==> src/rtl/rtermcal_pkg.sv <==
// Shared types and helpers for the RTERMCAL successive-approximation controller.
// Holds the FSM encoding, counter sizing, thermometer and saturation helpers.
package rtermcal_pkg;

  typedef enum logic [2:0] {
    StIdle,
    StNextCh,
    StSetup,
    StSettle,
    StSample,
    StDecide,
    StDone
  } state_e;

  localparam int unsigned SatLoCode = 0;

  // Bits needed for a counter spanning 0..n-1 (never narrower than one bit).
  function automatic int unsigned cnt_w(input int unsigned n);
    return (n <= 2) ? 1 : $clog2(n);
  endfunction

  function automatic logic therm_bit(input int unsigned code, input int unsigned idx);
    return code > idx;
  endfunction

  function automatic logic code_is_sat(input int unsigned code, input int unsigned w);
    return (code == SatLoCode) || (code == ((32'd1 << w) - 32'd1));
  endfunction

endpackage

==> src/rtl/rtermcal_therm_enc.sv <==
// Binary-to-thermometer encoder: code k drives bits [k-1:0] high.
module rtermcal_therm_enc
  import rtermcal_pkg::*;
#(
  parameter int unsigned CODE_W = 4
) (
  input  logic [CODE_W-1:0]      code_i,
  output logic [2**CODE_W-2:0]   therm_o
);

  always_comb begin
    therm_o = '0;
    for (int unsigned i = 0; i < 2**CODE_W - 1; i++) begin
      therm_o[i] = therm_bit(int'(code_i), i);
    end
  end

endmodule

==> src/rtl/rtermcal_sar_ctrl.sv <==
// Multi-channel termination trim calibration: per-channel SAR search with settle time
// and majority-voted comparator sampling, driving thermometer or binary trial codes.
module rtermcal_sar_ctrl
  import rtermcal_pkg::*;
#(
  parameter int unsigned       NUM_CH     = 2,
  parameter int unsigned       CODE_W     = 4,
  parameter logic [NUM_CH-1:0] CH_THERMO  = 2'b01,
  parameter int unsigned       SETTLE_CYC = 16,
  parameter int unsigned       NSAMP      = 3
) (
  input  logic                               CLK_I,
  input  logic                               RST_I,
  input  logic                               START_I,
  input  logic [NUM_CH-1:0]                  CH_EN_I,
  input  logic [NUM_CH-1:0]                  COMP_I,
  output logic [NUM_CH-1:0]                  MODE_O,
  output logic [NUM_CH*(2**CODE_W-1)-1:0]    DRV_O,
  output logic [NUM_CH*CODE_W-1:0]           CODE_O,
  output logic                               BUSY_O,
  output logic                               DONE_O,
  output logic [NUM_CH-1:0]                  SAT_O
);

  localparam int unsigned ThW   = 2**CODE_W - 1;
  localparam int unsigned ChW   = cnt_w(NUM_CH);
  localparam int unsigned CntW  = cnt_w((SETTLE_CYC > NSAMP) ? SETTLE_CYC : NSAMP);
  localparam int unsigned OnesW = cnt_w(NSAMP + 1);

  state_e                         state_q, state_d;
  logic [NUM_CH-1:0]              pend_q, pend_d;
  logic [ChW-1:0]                 ch_q, ch_d;
  logic [CODE_W-1:0]              work_q, work_d;
  logic [CODE_W-1:0]              bit_q, bit_d;
  logic [CntW-1:0]                cnt_q, cnt_d;
  logic [OnesW-1:0]               ones_q, ones_d;
  logic                           first_q, first_d;
  logic [NUM_CH-1:0][CODE_W-1:0]  drv_code_q, drv_code_d;
  logic [NUM_CH-1:0][CODE_W-1:0]  code_q, code_d;
  logic [NUM_CH-1:0]              sat_q, sat_d;

  logic                           sel_valid;
  logic [ChW-1:0]                 sel_ch;
  logic [CODE_W-1:0]              final_code;

  always_ff @(posedge CLK_I) begin
    if (RST_I) begin
      state_q    <= StIdle;
      pend_q     <= '0;
      ch_q       <= '0;
      work_q     <= '0;
      bit_q      <= '0;
      cnt_q      <= '0;
      ones_q     <= '0;
      first_q    <= 1'b0;
      drv_code_q <= '0;
      code_q     <= '0;
      sat_q      <= '0;
    end else begin
      state_q    <= state_d;
      pend_q     <= pend_d;
      ch_q       <= ch_d;
      work_q     <= work_d;
      bit_q      <= bit_d;
      cnt_q      <= cnt_d;
      ones_q     <= ones_d;
      first_q    <= first_d;
      drv_code_q <= drv_code_d;
      code_q     <= code_d;
      sat_q      <= sat_d;
    end
  end

  // Lowest-index pending channel wins.
  always_comb begin
    sel_valid = 1'b0;
    sel_ch    = '0;
    for (int i = NUM_CH - 1; i >= 0; i--) begin
      if (pend_q[i]) begin
        sel_valid = 1'b1;
        sel_ch    = ChW'(i);
      end
    end
  end

  always_comb begin
    state_d    = state_q;
    pend_d     = pend_q;
    ch_d       = ch_q;
    work_d     = work_q;
    bit_d      = bit_q;
    cnt_d      = cnt_q;
    ones_d     = ones_q;
    first_d    = first_q;
    drv_code_d = drv_code_q;
    code_d     = code_q;
    sat_d      = sat_q;
    final_code = work_q;

    unique case (state_q)
      StIdle: begin
        if (START_I) begin
          pend_d  = CH_EN_I;
          first_d = 1'b1;
          state_d = StNextCh;
        end
      end
      StNextCh: begin
        if (sel_valid) begin
          ch_d          = sel_ch;
          pend_d[sel_ch] = 1'b0;
          work_d        = '0;
          bit_d         = CODE_W'(1) << (CODE_W - 1);
          first_d       = 1'b0;
          state_d       = StSetup;
        end else if (first_q) begin
          // An empty mask still spends one selection cycle before finishing.
          first_d = 1'b0;
        end else begin
          state_d = StDone;
        end
      end
      StSetup: begin
        work_d           = work_q | bit_q;
        drv_code_d[ch_q] = work_q | bit_q;
        cnt_d            = '0;
        state_d          = StSettle;
      end
      StSettle: begin
        if (cnt_q == CntW'(SETTLE_CYC - 1)) begin
          cnt_d   = '0;
          ones_d  = '0;
          state_d = StSample;
        end else begin
          cnt_d = cnt_q + CntW'(1);
        end
      end
      StSample: begin
        ones_d = ones_q + OnesW'(COMP_I[ch_q]);
        if (cnt_q == CntW'(NSAMP - 1)) begin
          cnt_d   = '0;
          state_d = StDecide;
        end else begin
          cnt_d = cnt_q + CntW'(1);
        end
      end
      StDecide: begin
        // Majority says trimmed R is still too low: this bit overshoots.
        final_code = (ones_q > OnesW'(NSAMP / 2)) ? (work_q & ~bit_q) : work_q;
        work_d     = final_code;
        bit_d      = bit_q >> 1;
        ones_d     = '0;
        if (bit_q[0]) begin
          code_d[ch_q]     = final_code;
          sat_d[ch_q]      = code_is_sat(int'(final_code), CODE_W);
          drv_code_d[ch_q] = final_code;
          state_d          = StNextCh;
        end else begin
          state_d = StSetup;
        end
      end
      StDone: begin
        state_d = StIdle;
      end
      default: begin
        state_d = StIdle;
      end
    endcase
  end

  always_comb begin
    MODE_O = '0;
    if (state_q inside {StSetup, StSettle, StSample, StDecide}) begin
      MODE_O = NUM_CH'(1) << ch_q;
    end
  end

  assign BUSY_O = (state_q != StIdle) && (state_q != StDone);
  assign DONE_O = (state_q == StDone);
  assign SAT_O  = sat_q;

  for (genvar c = 0; c < NUM_CH; c++) begin : g_ch
    assign CODE_O[c*CODE_W +: CODE_W] = code_q[c];
    if (CH_THERMO[c]) begin : g_therm
      rtermcal_therm_enc #(
        .CODE_W (CODE_W)
      ) u_enc (
        .code_i  (drv_code_q[c]),
        .therm_o (DRV_O[c*ThW +: ThW])
      );
    end else begin : g_bin
      assign DRV_O[c*ThW +: ThW] = ThW'(drv_code_q[c]);
    end
  end

endmodule

==> config.mk <==
export PLATFORM = sky130hd
export DESIGN_NAME = rtermcal_sar_ctrl
export DESIGN_NICKNAME = d
export VERILOG_FILES = /design/src/rtl/rtermcal_pkg.sv /design/src/rtl/rtermcal_therm_enc.sv /design/src/rtl/rtermcal_sar_ctrl.sv
export SDC_FILE = /design/constraint.sdc
export NUM_CORES = 1
export LEC_CHECK = 0
export BUFFER_PORTS_ARGS = -buffer_cell sky130_fd_sc_hd__buf_4
export CAP_MARGIN = 20
export CORE_MARGIN = 2
export CORE_UTILIZATION = 57
export DETAILED_ROUTE_END_ITERATION = 8
export PLACE_DENSITY = 0.85
export SLEW_MARGIN = 20
export SYNTH_ARGS = -nofsm -noshare
export SYNTH_HDL_FRONTEND = slang
export SYNTH_HIERARCHICAL = 1
export SYNTH_SLANG_ARGS = --single-unit
==> constraint.sdc <==
create_clock -name CLK_I -period 3.5 [get_ports CLK_I]
set_input_delay 0.35 -clock CLK_I [delete_from_list [all_inputs] [get_ports CLK_I]]
set_output_delay 0.35 -clock CLK_I [all_outputs]
set_load 0.005 [all_outputs]
Yosys cells after proc, flatten, opt, wreduce, memory -nomap -nowiden:

Index checks and enable logic that the tools add are counted.
Widths: inputs -> output; s select.

* bits in registers: 39
* output and inout port bits: 44
* input port bits: 7
* word-level logic and storage cells: 120

* order comparisons: 20
* $add $sub $neg: 2
* mux-type cells: 40
* shift operators: 1
* equality and inequality tests: 16
* bitwise gates (word level): 5
* reductions and logical operators: 23

Operators by type and width (count)
* $gt 4x4->1 const B: 7
* $bwmux 8: 3
* $mux 4: 6
* $pmux 4 s3: 2
* $pmux 3 s6: 1
* $gt 4x3->1 const B: 4
* $pmux 8 s2: 1
* $mux 3: 5
* $reduce_and 2->1: 7
* $reduce_bool 3->1: 4
* $mux 2: 5
* $ne 2x2->1 const B: 5
* $eq 3x3->1 const B: 3
* $eq 4x4->1 const B: 2
* $gt 4x1->1 const B: 2
* $gt 4x2->1 const B: 2
* $mux 1: 8
* $mux 8: 1
* $pmux 4 s2: 1
* $eq 3x2->1 const B: 2
* $ne 3x3->1 const B: 2
* $pmux 2 s3: 1
* $reduce_bool 2->1: 3
* $add 4x1->4 const B: 1
* 24 further kinds: 29

Depth between registers and ports, before layout:

Gate-level depths: netlist (run 1).

* depth after elaboration: 10
* mapped depth: 6

By module:

Netlist (run 1), hierarchy kept.

By module, submodules not included
* rtermcal_sar_ctrl: seq. area each 780.7 um^2, cells each 222, area each 1933.1 um^2, instances 1
* rtermcal_therm_enc: seq. area each 0.0 um^2, cells each 24, area each 133.9 um^2, instances 1

Least setup slack after synthesis (run 1):

Ideal clock, no wire load.

* kind: register to register
* start: register ch_q
* end: register ones_q[1]
* path buffers: 0
* path slack: 2082 ps
* arrival: 1340 ps
* stages on the path, launching flop included: 6
* library setup time: 78 ps
* required time: 3422 ps
* cell sequence: dfxtp_1 mux2_2 ha_1 o21ai_0 nor2_1 nor3_1

* word-level cells in the longest chain between the ends: 4

Ends and longest elaborated chain
* from (decl): RTL line rtermcal_sar_ctrl.sv:32 `logic [ChW-1:0] ch_q, ch_d;`
* from (signal assigned): RTL line rtermcal_sar_ctrl.sv:62 `ch_q <= ch_d;`
* $mux 1 (not written as such) (2 in a row): RTL line rtermcal_sar_ctrl.sv:139 `ones_d = ones_q + OnesW'(COMP_I[ch_q]);`
* $add 2x1->2: RTL line rtermcal_sar_ctrl.sv:139
* $pmux 2 s3: RTL line rtermcal_sar_ctrl.sv:100 `unique case (state_q)`
* to (signal assigned): RTL line rtermcal_sar_ctrl.sv:66 `ones_q <= ones_d;`
* to (decl): RTL line rtermcal_sar_ctrl.sv:36 `logic [OnesW-1:0] ones_q, ones_d;`

No other way between the ends. The select of a mux whose other input is x is not followed.
A chain may end at the register's enable or synchronous reset.

Worst setup path in the final report (run 1):

* start: register state_q[2]
* end: output MODE_O[1]

* word-level cells in the longest chain between the ends: 3

Ends and longest elaborated chain
* from (decl): RTL line rtermcal_sar_ctrl.sv:30 `state_e state_q, state_d;`
* from (signal assigned): RTL line rtermcal_sar_ctrl.sv:48 `state_q <= StIdle;`
* from (signal assigned): RTL line rtermcal_sar_ctrl.sv:60 `state_q <= state_d;`
* $eq 3x2->1 or $eq 3x3->1 (tied branches): RTL line rtermcal_sar_ctrl.sv:173 `if (state_q inside {StSetup, StSettle, StSample, StDecide}) begin`
* $reduce_bool 4->1 (*): RTL line rtermcal_sar_ctrl.sv:173
* $mux 2 (*): RTL line rtermcal_sar_ctrl.sv:173
* to (decl): RTL line rtermcal_sar_ctrl.sv:17 `output logic [NUM_CH-1:0] MODE_O,`

Mark *: on every way between the ends. The rest lies on a longest branch, timed or not.

==> flow_summary.toml, run 1 <==
[global_route]
grt_use_total_pct = 21.7
overflow = 0
grt_max_degree = 40
grt_pass1_vias = 1575
antenna_found_initial = 0
grt_pass1_wl_um = 7070

[logic_synthesis]
synthDistinctLibCells = 50
ys.flop_type = "dfxtp_1"
synthCells = 246
synth-seq-cells = 39
yosysTopAreaCell = "dfxtp_1"
avgSynthCellArea_sq_um = 8.40
synth_edf_count = 0
ys_seq_area_share_pct = 37.8
syn_area_sq_mm = 0.00207
yosysTopAreaCellShare_pct = 37.8
synthArstFlopShare_pct = 0
synth_area_leaders = "dfxtp_1, nor2_1, buf_4"
ys_warn_count = 6

[route]
drc = 0
ant_nets = 0
wirelength_um = 4160
detail_route.vias_per_cell = 5.46
first_pass_iters = 4
via_count = 1754
drt-wirelength-per-cell_um = 13.0
drtIter0Drc = 53

[placed_design]
placed_area_sq_mm = 0.00227
post-place-cells = 313
gp_congestion = 0.914
port_buffers = 39
hpwl_um = 2970

[setup_path]
critPathMaxStageDelay_ns = 0.62
cpMostUsedCell = "nor2_1"
r2r_setup_slack_ns = 1.76
crit_path_start_kind = "flip-flop"
critPathKind = "reg2out"
r2r-start = "state_q[2]"
path_buf_inv = 1
worst_ep_arrival_time_ns = 1.73
r2r-end = "state_q[0]"
crit_slowest_cell = "dfxtp_1"
cp_top_family = "flip-flops"
cp_max_fo = 13
end_kind = "primary output"
cp_cell_sequence = "and2b_1 > nor2_1 > nor2_1 > buf_4"
reg2regPathDepth = 4
crit_required_ns = 3.15

[timing]
max_slew_margin_pct = 60.4
period_needed_ns = 2.08
tightest_slew_ns = 0.590
drv_slew = 0
fin_crit_sh_pct = 59.4
rsz0062_at_grt = "no"
hold_slack_ns = 0.237
fmax_ghz = 0.481
final-hold-violation-count = 0
finalSetupViolCount = 0
tns_ns = 0
fin_skew_ns = 0.00830

[hold_path]
hold_depth = 3
hold_path_end = "pend_q[1]"
hp-start = "CH_EN_I[1]"
hold_class = "in2reg"

[floorplan]
die_x_um = 64.2
die-height_um = 64.2
coreArea_sq_mm = 0.00342
dieArea_sq_mm = 0.00412
rows = 21
start_util_pct = 60.5
io_pins = 51

[job]
maxCapViolations = 0

[clocking]
cts_tree = "built"
cts_resized = 0
cts.hold.buffers_added = 0
numCtsBuffers = 5
clk_latency_ns = 0.35
cts.clk_slew.worst_paths_ns = 0.11
postCtsSetupRepairBufs = 0
clkSinkCount = 39
clock-root-buffer = "clkbuf_4"
h-tree-depth = 2
clockBufferDepth = 2

[power_and_ir_drop]
p_int_w = 0.000844
p_total_w = 0.00134
leakage_nw = 0.983
switching_power_w = 0.000496
seqPwrFrac_pct = 44.7
ir_drop_mv = 0.357
pwr-share-clk_pct = 19.9
swShare_pct = 37.0
p_comb_share_pct = 35.5
power_density_mw_per_mm2 = 571

[final_layout]
diodes = 0
drive_above_1_share_pct = 23.6
final_cells = 321
nets = 284
fin_area_sq_mm = 0.00235
synthToLayoutAreaGrowth_pct = 13.6

[run_status]
status = "finished clean"
worst max path at each step:
| stage | from | end | slack, ns | depth (start not counted) |
|---|---|---|---|---|
| floorplan | ch_q | ones_q[1] | 2.08 | 5 |
| global placement | state_q[2] | state_q[0] | 1.86 | 4 |
| detailed placement | state_q[2] | state_q[0] | 1.79 | 4 |
| CTS | state_q[2] | BUSY_O | 1.42 | 4 |
| global route | state_q[2] | BUSY_O | 1.29 | 4 |
| finish | state_q[2] | MODE_O[1] | 1.42 | 4 |
worst register-to-register path, stage by stage, from the launching register on:
cell and delay, ns:
dfxtp_1 0.62, or3b_4 0.46, o22ai_2 0.20, and3b_1 0.22
o32ai_2 0.18
synthesized netlist by cell type (all sizes together), types with 2 or more instances:
cell    instances
nor2b           4
a211oi         11
a22oi           6
and3            5
nand3b          3
a21boi          4
nor3b           2
inv             8
nand3           3
clkbuf          5
mux2i           8
buf            23
nor3            5
nor2           42
o211ai          2
ha              3
a21oi          23
or3b            2
nand2          15
o21ai          11
dfxtp          39
a31oi           3
stage by stage:
step / setup slack, ns / util (%)
final: 1.42 / 68.7
after global routing: 1.29 / 68.7
after CTS: 1.42 / 68.7
after detailed placement: 1.79 / 66.6
after global placement: 1.86 / 66.6
after floorplan: 2.08 / -
flip-flops by register name, summed over array words and instances, names as in the netlist:
register / count
CODE_O: 8
DRV_O: 4
bit_q: 4
cnt_q: 4
drv_code_q: 4
work_q: 4
state_q: 3
SAT_O: 2
ones_q: 2
pend_q: 2
ch_q: 1
first_q: 1
layout make-up:
type | instances | area [sq um]
multi-input cells | 181 | 1110
fillers | 291 | 1070
flip-flops and latches | 39 | 781
repair buffers | 39 | 293
clock buffers | 7 | 65.1
well taps | 46 | 57.6
inverters | 8 | 30.0
clock inverters | 1 | 7.51
layout by cell type, fill, tap and decap left out, drive strengths merged, types with 2 or more instances in the layout:
cell type,Yosys,final
a211oi,11,11
a21boi,4,4
a21oi,23,23
a22oi,6,6
a31oi,3,3
and3,5,5
buf,23,39
clkbuf,5,7
conb,1,11
dfxtp,39,39
ha,3,3
inv,8,8
mux2i,8,8
nand2,15,15
nand3,3,3
nand3b,3,3
nor2,42,42
nor2b,4,4
nor3,5,5
nor3b,2,2
o211ai,2,2
o21ai,11,11
or3b,2,2
power groups by stage:
stage	Combinational (W)	Clock, W	Sequential [W]
2_1_floorplan	0.000396	0	0.000536
3_3_place_gp	0.000467	0	0.000600
3_5_place_dp	0.000473	0	0.000608
4_1_cts	0.000476	0.000270	0.000597
5_1_grt	0.000528	0.000293	0.000615
6_report	0.000475	0.000266	0.000599
cells by family after synthesis:
kind of cell / count (synthesis) / share of synthesized area (%)
simple gates: 90 / 22.9
compound gates: 68 / 22.7
flops: 39 / 37.8
buf+inv: 36 / 10.2
mux: 9 / 4.42
fa+ha+maj: 3 / 1.82
other cells: 1 / 0.181
routing by layer:
layer,global-route usage [%],vias to the layer above,part of all wire (%)
met5,0,-,0
met4,11.2,0,2.3
met3,4.93,10,5.3
met2,34.8,55,47
met1,27.1,791,45
li1,-,898,-
Power figures use the tool's default switching activity.
==> run 2, diff against run 1 <==
--- a/config.mk
+++ b/config.mk
@@ -5,12 +5,13 @@
 export SDC_FILE = /design/constraint.sdc
 export NUM_CORES = 1
 export LEC_CHECK = 0
+export ABC_AREA = 1
 export BUFFER_PORTS_ARGS = -buffer_cell sky130_fd_sc_hd__buf_4
 export CAP_MARGIN = 20
 export CORE_MARGIN = 2
-export CORE_UTILIZATION = 57
+export CORE_UTILIZATION = 52
 export DETAILED_ROUTE_END_ITERATION = 8
-export PLACE_DENSITY = 0.85
+export PLACE_DENSITY = 0.78
 export SLEW_MARGIN = 20
 export SYNTH_ARGS = -nofsm -noshare
 export SYNTH_HDL_FRONTEND = slang
==> constraint.sdc (replaced) <==
create_clock -name CLK_I -period 2 [get_ports CLK_I]
set_input_delay 0.2 -clock CLK_I [delete_from_list [all_inputs] [get_ports CLK_I]]
set_output_delay 0.2 -clock CLK_I [all_outputs]
set_load 0.005 [all_outputs]
==> flow_summary.toml, run 2 <==
[clocking]
numCtsBuffers = 5
clock-root-buffer = "clkbuf_8"
clockBufferDepth = 2
clkSinkCount = 39
cts_resized = 0
cts.clk_slew.worst_paths_ns = 0.07
clk_latency_ns = 0.29
cts_tree = "built"
cts.hold.buffers_added = 0
postCtsSetupRepairBufs = 0
h-tree-depth = 2

[logic_synthesis]
syn_area_sq_mm = 0.00202
synthArstFlopShare_pct = 0
yosys-top-cells-count = "nand2_1, nor2_1, dfxtp_1, a21oi_1, inv_1"
avgSynthCellArea_sq_um = 6.77
yosysMostFrequentCell = "nand2_1"
ys_warn_count = 6
synth-seq-cells = 39
synth_edf_count = 0
synth_area_leaders = "dfxtp_1, nand2_1, a21oi_1"
yosysTopAreaCellShare_pct = 38.7
ys.flop_type = "dfxtp_1"
synthCells = 298
yosysTopAreaCell = "dfxtp_1"
synthDistinctLibCells = 28
ys_seq_area_share_pct = 38.7

[floorplan]
coreArea_sq_mm = 0.00369
die-height_um = 66.3
dieArea_sq_mm = 0.00439
die_x_um = 66.3
rows = 22
io_pins = 51
start_util_pct = 54.7

[timing]
fin_skew_ns = 0.00673
finalSetupViolCount = 0
tns_ns = 0
period_needed_ns = 1.76
final-hold-violation-count = 0
fmax_ghz = 0.567
rsz0062_at_grt = "no"
max_slew_margin_pct = 53.8
drv_slew = 0
tightest_slew_ns = 0.686
fin_crit_sh_pct = 88.2

[global_route]
use_met1_pct = 28.5
grt_max_degree = 23
grt_pass1_wl_um = 7340
antenna_found_initial = 0
met3_usage_pct = 6.13
overflow = 0
grt_pass1_vias = 1659
met2_usage_pct = 34.5
grt_use_total_pct = 21.6
grt-busiest-layer = "met2"

[route]
drtIter0Drc = 119
drt-wirelength-per-cell_um = 11.2
wirelength_um = 4320
ant_nets = 0
via_count = 1935
drc = 0
first_pass_iters = 4
detail_route.vias_per_cell = 5.01

[placed_design]
hpwl_um = 3230
port_buffers = 39
gp_congestion = 0.859
post-place-cells = 378

[setup_path]
r2r-start = "ones_q[1]"
cp_max_fo = 7
r2r_setup_slack_ns = 0.45
crit_path_start = "state_q[0]"
crit_required_ns = 1.80
critPathKind = "reg2out"
worst_ep_arrival_time_ns = 1.56
cp-endpoint = "MODE_O[1]"
end_kind = "primary output"
crit_path_start_kind = "flip-flop"
reg2regPathDepth = 5
r2r-end = "drv_code_q[3]"

[final_layout]
drive_above_1_share_pct = 18.0
fillers = 352
synthToLayoutAreaGrowth_pct = 18.1
layout_common_cells = "nand2_1, nor2_1, buf_4, dfxtp_1, a21oi_1"
largest_register_ffs = 8
final_common_cell = "nand2_1"
nets = 347
diodes = 0
final_cells = 386

[run_status]
status = "finished clean"

[power_and_ir_drop]
power_density_mw_per_mm2 = 1060
ir_drop_mv = 0.551
p_total_w = 0.00254
leakage_nw = 1.14

[hold_path]
hold_class = "in2reg"

[job]
maxCapViolations = 0
## run 2: worst min-delay path by stage
stage,start,end,depth (start not counted)
after floorplan,START_I,pend_q[0],2
after global placement,first_q,first_q,2
after detailed placement,first_q,first_q,2
after CTS,CH_EN_I[0],pend_q[0],3
after global routing,CH_EN_I[0],pend_q[0],3
final,CH_EN_I[0],pend_q[0],3
## run 2: logic make-up (layout without fill, tap and decap cells)
group,after synthesis,count (layout),synth area share [%]
AOI/OAI and AO/OA,71,71,18.4
adders and majority gates,3,3,1.86
DFF,39,39,38.7
and+or+nand+nor,132,132,28.0
xor gates and xnor gates,1,1,0.434
buffers and inverters,51,81,12.3
other,1,11,0.186
## run 2: where the power goes
group | switching [W] | total, W | internal, W
clock | 0.000262 | 0.000506 | 0.000245
sequential | 0.000110 | 0.000975 | 0.000865
combinational | 0.000630 | 0.00105 | 0.000425
## run 2: per-stage QoR
stage | util (%) | hold WS (ns) | setup slack (ns) | area [sq um]
floorplan | - | 0.371 | 0.625 | 2050
global placement | 62.4 | 0.456 | 0.444 | 2300
detailed placement | 62.4 | 0.457 | 0.447 | 2300
CTS | 64.6 | 0.189 | 0.239 | 2380
global route | 64.6 | 0.204 | 0.0796 | 2380
finish | 64.6 | 0.189 | 0.236 | 2380
## run 2: metal layers
| layer | vias to the layer above | part of all wire (%) |
|---|---|---|
| met5 | - | 0 |
| met1 | 849 | 47 |
| li1 | 1012 | - |
| met2 | 67 | 45 |
| met4 | 0 | 0.97 |
| met3 | 7 | 7.0 |
## run 2: worst max-delay path, cell delays in order (launching register included)
cell     delay (ns)
dfxtp_1        0.46
nor2_1         0.10
nand2_1        0.12
nand2_1        0.11
nor3_1         0.26
nor2_1         0.07
buf_4          0.14
## run 2: cell type report
type                    instances  area [sq um]  area share, %
clock inverters                 1          5.00          0.210
multi-input cells             218          1020           43.0
well taps                      48          60.1           2.52
flip-flops and latches         39           781           32.8
inverters                      30           113           4.73
repair buffers                 43           323           13.6
clock buffers                   7          76.3           3.20
==> run 3, diff against run 2 <==
--- a/config.mk
+++ b/config.mk
@@ -9,9 +9,10 @@
 export BUFFER_PORTS_ARGS = -buffer_cell sky130_fd_sc_hd__buf_4
 export CAP_MARGIN = 20
 export CORE_MARGIN = 2
-export CORE_UTILIZATION = 52
+export CORE_UTILIZATION = 57
 export DETAILED_ROUTE_END_ITERATION = 8
-export PLACE_DENSITY = 0.78
+export PLACE_DENSITY = 0.85
+export SETUP_SLACK_MARGIN = 0.4
 export SLEW_MARGIN = 20
 export SYNTH_ARGS = -nofsm -noshare
 export SYNTH_HDL_FRONTEND = slang
==> constraint.sdc (replaced) <==
create_clock -name CLK_I -period 2.2 [get_ports CLK_I]
set_input_delay 0.22 -clock CLK_I [delete_from_list [all_inputs] [get_ports CLK_I]]
set_output_delay 0.22 -clock CLK_I [all_outputs]
set_load 0.005 [all_outputs]
==> flow_summary.toml, run 3 (synthesis gave the netlist of run 2 again) <==
[setup_path]
crit_path_start = "state_q[2]"
r2r-start = "ones_q[1]"
path_buf_inv = 2
cp_top_family = "simple AND/OR/NAND/NOR gates"
crit_path_start_kind = "flip-flop"
end_kind = "primary output"
critPathKind = "reg2out"
cp_max_fo = 5
critPathMaxStageDelay_ns = 0.39
worst_ep_arrival_time_ns = 1.47
cp_cell_sequence = "inv_2 > nand3_1 > nand2_2 > nor3_4 > nor2_1 > buf_4"
crit_slowest_cell = "dfxtp_2"
crit_required_ns = 1.98

[route]
drc = 0
drtIter0Drc = 97
drt-wirelength-per-cell_um = 11.7
first_pass_iters = 4
via_count = 2004
detail_route.vias_per_cell = 5.25
ant_nets = 0
wirelength_um = 4490

[timing]
tightest_slew_ns = 0.661
max_slew_margin_pct = 55.4
final-hold-violation-count = 0
fin_crit_sh_pct = 77.0
fmax_ghz = 0.590
finalSetupViolCount = 0
tns_ns = 0
period_needed_ns = 1.69
fin_skew_ns = 0.0108
drv_slew = 0
rsz0062_at_grt = "no"

[global_route]
grt_pass1_vias = 1742
grt_use_total_pct = 23.9
grt_pass1_wl_um = 7670
antenna_found_initial = 0
overflow = 0
grt_max_degree = 23

[job]
maxCapViolations = 0

[final_layout]
layout_common_cells = "nand2_1, nor2_1, buf_4, dfxtp_1, a21oi_1"
synthToLayoutAreaGrowth_pct = 19.9
final_common_cell = "nand2_1"
largest_register_ffs = 8
nets = 345
diodes = 0
final_cells = 382
drive_above_1_share_pct = 19.9

[clocking]
cts.clk_slew.worst_paths_ns = 0.12
h-tree-depth = 2
clkSinkCount = 39
clockBufferDepth = 2
cts_tree = "built"
clock-root-buffer = "clkbuf_4"
cts.hold.buffers_added = 0
numCtsBuffers = 5
clk_latency_ns = 0.36

[floorplan]
coreArea_sq_mm = 0.00336
io_pins = 51
dieArea_sq_mm = 0.00403
die_x_um = 63.5
die-height_um = 63.5
rows = 21
start_util_pct = 60.0

[power_and_ir_drop]
leakage_nw = 1.15
ir_drop_mv = 0.705
power_density_mw_per_mm2 = 1030

[placed_design]
port_buffers = 39
post-place-cells = 374
gp_congestion = 0.939
hpwl_um = 3150

[run_status]
status = "finished clean"

[hold_path]
hold_class = "in2reg"
hp-start = "CH_EN_I[0]"
run 3: layout make-up:
| type | count | area (sq um) |
|---|---|---|
| Multi-Input combinational cell | 218 | 1050 |
| Fill cell | 295 | 945 |
| Sequential cell | 39 | 785 |
| Timing Repair Buffer | 41 | 308 |
| Inverter | 30 | 113 |
| Clock inverter | 3 | 67.6 |
| Tap cell | 46 | 57.6 |
| Clock buffer | 5 | 37.5 |
run 3: worst paths after layout:
path / endpoint / cells past startpoint / slack, ns
min: pend_q[0] / 3 / 0.14
min reg2reg: first_q / 2 / 0.48
max reg2reg: drv_code_q[1] / 5 / 0.56
max: MODE_O[1] / 6 / 0.51
run 3: timing repair:
action	4_1_cts	5_1_grt
resized for setup	4	5
pin swaps	0	1
setup buffers	0	0
endpoints found under the setup margin	2	4
run 3: metrics by stage:
stage / util (%) / cell area (sq um) / hold WS, ns / worst slack (ns) / power [W]
after floorplan: - / 2050 / 0.391 / 0.825 / 0.00153
after global placement: 67.9 / 2280 / 0.456 / 0.679 / 0.00182
after detailed placement: 67.9 / 2280 / 0.461 / 0.605 / 0.00184
after CTS: 71.3 / 2400 / 0.137 / 0.420 / 0.00245
after global routing: 71.9 / 2420 / 0.136 / 0.394 / 0.00268
final: 71.9 / 2420 / 0.143 / 0.506 / 0.00250
run 3: where the power goes:
group | internal, W | switching, W | leakage, nW
clock network | 0.000353 | 0.000250 | 0.0514
logic | 0.000397 | 0.000595 | 0.779
registers | 0.000792 | 0.000108 | 0.317
run 3: metal layers:
| layer | wire length [um] | GRT usage [%] |
|---|---|---|
| met5 | 0 | 0 |
| met4 | 63 | 12.5 |
| met3 | 335 | 6.79 |
| met2 | 2140 | 38.0 |
| met1 | 1950 | 29.1 |
run 3: worst reg2reg max path, cell delays in order, from the launching register on:
cell	delay, ns
dfxtp_1	0.38
inv_1	0.09
o21ai_0	0.54
o21ai_0	0.26
o21ai_0	0.22
nor2_1	0.05
